### src/rtl/pipe_ctrl_pkg.sv
// Shared types and constants for the pipeline hazard controller.
// Holds the FSM encoding, the MUL/DIV default latency and the stall-counter ceiling.
package pipe_ctrl_pkg;

   typedef enum logic [1:0] {
      RUN     = 2'd0,
      MD_BUSY = 2'd1,
      HALT    = 2'd2
   } ctrl_state_t;

   localparam int          MD_CYCLES_DEF = 4;
   localparam logic [15:0] STALL_SAT     = 16'hFFFF;

   // True when the ID instruction reads the register a load in EX is about to write.
   function automatic logic load_use_match(
      input logic       is_load,
      input logic [3:0] rd,
      input logic       uses_rs1,
      input logic [3:0] rs1,
      input logic       uses_rs2,
      input logic [3:0] rs2
   );
      logic hit_rs1;
      logic hit_rs2;
      hit_rs1 = uses_rs1 & (rs1 == rd);
      hit_rs2 = uses_rs2 & (rs2 == rd);
      return is_load & (hit_rs1 | hit_rs2);
   endfunction

endpackage

### src/rtl/sat_counter.sv
// Up-counter with enable and synchronous active-low clear that sticks at its ceiling.
// The clear wins over the enable.
module sat_counter
   import pipe_ctrl_pkg::*;
#(
   parameter int          W   = 16,
   parameter logic [15:0] MAX = STALL_SAT
) (
   input  logic         clk,
   input  logic         clr_n,
   input  logic         en,
   output logic [W-1:0] count
);

   logic [W-1:0] count_r;
   logic [W-1:0] max_s;

   assign max_s = MAX[W-1:0];

   // Count register: clear, saturating increment, or hold.
   always_ff @(posedge clk) begin
      if (!clr_n) begin
         count_r <= {W{1'b0}};
      end else if (en && (count_r != max_s)) begin
         count_r <= count_r + {{(W-1){1'b0}}, 1'b1};
      end else begin
         count_r <= count_r;
      end
   end

   assign count = count_r;

endmodule

### src/rtl/hazard_ctrl.sv
// Pipeline control unit: load-use stalls, taken-branch flushes, MUL/DIV occupancy of EX,
// HALT latching and a saturating stall-cycle counter.
module hazard_ctrl
   import pipe_ctrl_pkg::*;
#(
   parameter int MD_CYCLES = MD_CYCLES_DEF
) (
   input  logic        clk,
   input  logic        rst,
   input  logic [3:0]  id_rs1,
   input  logic [3:0]  id_rs2,
   input  logic        id_uses_rs1,
   input  logic        id_uses_rs2,
   input  logic [3:0]  ex_rd,
   input  logic        ex_is_load,
   input  logic        ex_is_muldiv,
   input  logic        ex_is_halt,
   input  logic        branch_taken,
   output logic        pc_write,
   output logic        ifid_write,
   output logic        ifid_flush,
   output logic        idex_hold,
   output logic        idex_flush,
   output logic        exmem_bubble,
   output logic        halted,
   output logic [15:0] stall_count
);

   // The detect cycle in RUN is the first hold, so MD_BUSY only needs MD_CYCLES-2 more.
   localparam logic [3:0] MD_LOAD = 4'(MD_CYCLES - 2);

   ctrl_state_t state_r;
   ctrl_state_t next_state_s;
   logic [3:0]  md_cnt_r;
   logic [3:0]  next_md_cnt_s;
   logic        load_use_s;
   logic        count_en_s;

   assign load_use_s = load_use_match(ex_is_load, ex_rd, id_uses_rs1, id_rs1,
                                      id_uses_rs2, id_rs2);

   // Output decode and next-state selection.
   always_comb begin
      pc_write      = 1'b1;
      ifid_write    = 1'b1;
      ifid_flush    = 1'b0;
      idex_hold     = 1'b0;
      idex_flush    = 1'b0;
      exmem_bubble  = 1'b0;
      halted        = 1'b0;
      next_state_s  = state_r;
      next_md_cnt_s = md_cnt_r;

      if (!rst) begin
         pc_write      = 1'b0;
         ifid_write    = 1'b0;
         ifid_flush    = 1'b1;
         idex_flush    = 1'b1;
         exmem_bubble  = 1'b1;
         next_state_s  = RUN;
         next_md_cnt_s = 4'd0;
      end else begin
         case (state_r)
            RUN: begin
               if (ex_is_halt) begin
                  pc_write     = 1'b0;
                  ifid_write   = 1'b0;
                  ifid_flush   = 1'b1;
                  idex_flush   = 1'b1;
                  next_state_s = HALT;
               end else if (branch_taken) begin
                  ifid_flush   = 1'b1;
                  idex_flush   = 1'b1;
                  next_state_s = RUN;
               end else if (ex_is_muldiv) begin
                  pc_write      = 1'b0;
                  ifid_write    = 1'b0;
                  idex_hold     = 1'b1;
                  exmem_bubble  = 1'b1;
                  next_md_cnt_s = MD_LOAD;
                  next_state_s  = MD_BUSY;
               end else if (load_use_s) begin
                  pc_write     = 1'b0;
                  ifid_write   = 1'b0;
                  idex_flush   = 1'b1;
                  next_state_s = RUN;
               end else begin
                  next_state_s = RUN;
               end
            end
            MD_BUSY: begin
               if (md_cnt_r != 4'd0) begin
                  pc_write      = 1'b0;
                  ifid_write    = 1'b0;
                  idex_hold     = 1'b1;
                  exmem_bubble  = 1'b1;
                  next_md_cnt_s = md_cnt_r - 4'd1;
                  next_state_s  = MD_BUSY;
               end else begin
                  next_state_s = RUN;
               end
            end
            HALT: begin
               pc_write     = 1'b0;
               ifid_write   = 1'b0;
               ifid_flush   = 1'b1;
               idex_flush   = 1'b1;
               halted       = 1'b1;
               next_state_s = HALT;
            end
            default: begin
               // Unreachable encoding: squash the pipe and recover into RUN.
               pc_write      = 1'b0;
               ifid_write    = 1'b0;
               ifid_flush    = 1'b1;
               idex_flush    = 1'b1;
               next_state_s  = RUN;
               next_md_cnt_s = 4'd0;
            end
         endcase
      end
   end

   // FSM state and MUL/DIV down-counter.
   always_ff @(posedge clk) begin
      if (!rst) begin
         state_r  <= RUN;
         md_cnt_r <= 4'd0;
      end else begin
         state_r  <= next_state_s;
         md_cnt_r <= next_md_cnt_s;
      end
   end

   assign count_en_s = ~pc_write & ((state_r == RUN) | (state_r == MD_BUSY));

   sat_counter #(
      .W   (16),
      .MAX (STALL_SAT)
   ) u_stall_cnt (
      .clk   (clk),
      .clr_n (rst),
      .en    (count_en_s),
      .count (stall_count)
   );

endmodule

### config.mk
export PLATFORM = sky130hd
export DESIGN_NAME = hazard_ctrl
export DESIGN_NICKNAME = d
export VERILOG_FILES = /design/src/rtl/pipe_ctrl_pkg.sv /design/src/rtl/sat_counter.sv /design/src/rtl/hazard_ctrl.sv
export SDC_FILE = /design/constraint.sdc
export NUM_CORES = 1
export LEC_CHECK = 0
export ABC_CLOCK_PERIOD_IN_PS = 6430
export CAP_MARGIN = 10
export CORE_AREA = 2 2 56 80
export DETAILED_ROUTE_END_ITERATION = 7
export DIE_AREA = 0 0 58 82
export GPL_ROUTABILITY_DRIVEN = 0
export PLACE_DENSITY_LB_ADDON = 0.3
export SLEW_MARGIN = 20
export SYNTH_ARGS = -nofsm -noshare
export SYNTH_HDL_FRONTEND = slang
export SYNTH_SLANG_ARGS = --single-unit
### constraint.sdc
create_clock -name clk -period 6.43 [get_ports clk]
set_input_delay 0.9645 -clock clk [delete_from_list [all_inputs] [get_ports clk]]
set_output_delay 0.9645 -clock clk [all_outputs]
set_load 0.01 [all_outputs]
==> metrics.txt <==
worst rel slew slack=0.548; num rows=28; Final period util=0.691; Total GRT Usage=0.153; final core utilization=0.476; post_cts resized=0; Synth area leaders=dfxtp_1 31%, mux2i_1 9.2%, nand2_1 8.0%; run status=complete, no violations; area leader, netlist=dfxtp_1; clock insertion delay at the later pin of the skew report=0.27 ns; Seq cells post-synth=22; final setup vio count=0; family with the most delay on the worst path=buffers and inverters; DRC=0; core area=0.00406 mm²; CTS root buf=clkbuf_8; Cells after Synth=181; die footprint=0.00476 mm²; die height=82 µm; multi-input logic area=911 µm²; clock sink count=22; Via density=5.23; yosys synthesis warning count=0; Die Width=58 µm; Setup Buffers After CTS=0; post-layout min period=4.44 ns; Longest Clk Path Bufs=2; kind of critical path=primary input to output port; final hold viol count=0; initial antenna violation count=0; Worst Clk Skew=0.00172 ns; Iter 0 DRT Violations=39; share of post-route cells with drive strength above 1=0.0452; Arr. time, crit path=3.48 ns; RSZ-0062 raised after global routing=false; final non-filler cell total=266; GR peak layer=met2; ant diodes=0; vias=1391; Worst Hold Margin=0.490 ns; Max Slew Vio Count=0; crit-path max FO=32; Starting Density=0.348; Sequential Area=440 µm²; crit-path max cell delay=0.54 ns; Routed Wire Length=3380 µm; required time worst endpoint=5.47 ns; mean post-synth cell area=7.80 µm²; num ports=43; fillers=410; Routed WL per cell=12.7 µm; met3 Usage GRT=0.0331; GRT Residual Overflow=0; CTS tree=yes; Post-synth ARST share=0; VDD IR max=0.000123 V; CTS clock-pin slew for the worst setup and hold paths=0.08 ns; overall power=331 µW; HP Class=flip-flop to flip-flop; Pre-antenna DRT Iters=4; GR met2 Demand/Resource=0.276; Buf+Inv Stages, Crit Path=4; most frequent cells in the layout=42 x clkdlybuf4s50_1, 30 x nand2_1, 22 x dfxtp_1; Worst Tran Pin Value=0.678 ns; Netlist cell types=40; htree depth=1; max-capacitance violation count=0; CP Cell Sequence=clkdlybuf4s50_1 > buf_4 > nand2b_1 > or4_1 > a311oi_2 > buf_4 > nand2b_1 > clkdlybuf4s50_1; Synth Net Count=204; CTS buffer count=3; Hold Buf Count CTS=0; largest net degree at the start of global routing=33; fmax=225 MHz; Pleak=0.000664 µW; Layout area overhead=36.8%; post-route ant nets=0; mapped cell area=0.00141 mm²; crit end category=output port; # nets final=245; Setup TNS Final=0 ns; port bufs=42; P per Cell Area=171 mW/mm²; met1 Resource Use GR=0.164; post-placement cell count=262; Top FF cell, synth=dfxtp_1; commonest non-fill, non-tap cell in the layout=clkdlybuf4s50_1; vias in the first global route=1340; DPL Wire Length=2550 µm; Setup crit start kind=primary input; first-pass GRT wire length=5720 µm; share of the synthesized area in the top cell type=0.312; post-synthesis sequential area ratio=0.312; slowest CP cell=clkdlybuf4s50_1; Post-synth EDFFs=0
cell families after synthesis:
family / count (synthesis) / share of synthesized area
and+or+nand+nor: 99 / 0.372
muxes: 13 / 0.0921
adders and majority gates: 3 / 0.0266
DFF: 22 / 0.312
xor gates and xnor gates: 8 / 0.0496
AOI/OAI and AO/OA: 23 / 0.105
buffers and inverters: 13 / 0.0434
state kept, by name, summed over array words and instances, names as in the netlist:
| name | flops |
|---|---|
| md_cnt_r | 4 |
| state_r | 2 |
| u_stall_cnt.count | 16 |
path summary, 6_finish.rpt:
kind	from	endpoint	slack, ns	depth (start not counted)
setup / recovery	rst	pc_write	1.99	8
hold / removal	md_cnt_r[0]	md_cnt_r[0]	0.49	2
setup reg to reg	u_stall_cnt.count[0]	u_stall_cnt.count[14]	4.06	7
hold reg to reg	md_cnt_r[0]	md_cnt_r[0]	0.49	2
Yosys cell counts, types with 5 or more instances:
library cell	number
nand2_1	30
dfxtp_1	22
nand2b_1	15
mux2i_1	13
nor2_1	13
nor4_1	9
o21ai_0	7
a21oi_1	6
xor2_1	6
inv_1	5
nand3_1	5
nor3_1	5
layout make-up:
type                            count  area share
Multi-Input combinational cell    146       0.471
Sequential cell                    22       0.228
Timing Repair Buffer               44       0.225
Tap cell                           45      0.0291
Clock buffer                        3      0.0214
Clock inverter                      1      0.0155
Inverter                            5     0.00971
stage by stage:
step	cell area, µm²	worst slack, ns
floorplan	1410	2.98
finish	1930	1.99
CTS	1930	1.98
detailed placement	1860	2.00
global route	1930	1.84
global placement	1860	2.04
per-layer routing:
metal | routed length (µm) | share of wire
met5 | 0 | 0
met4 | 77 | 0.023
met3 | 237 | 0.070
met2 | 1650 | 0.49
met1 | 1420 | 0.42
tightest hold or removal path, cell delays in order (launching register included):
cell and delay [ns]:
dfxtp_1 0.34, nand2_1 0.06, a21oi_1 0.05
power by group:
group          internal (µW)  total, µW  leakage, µW  switching [µW]
Clock                   83.3        130    0.0000357            47.2
Sequential               139        146     0.000178            6.35
Combinational           30.1       54.5     0.000450            24.5
Note: power is estimated with default switching activity, not from simulation.
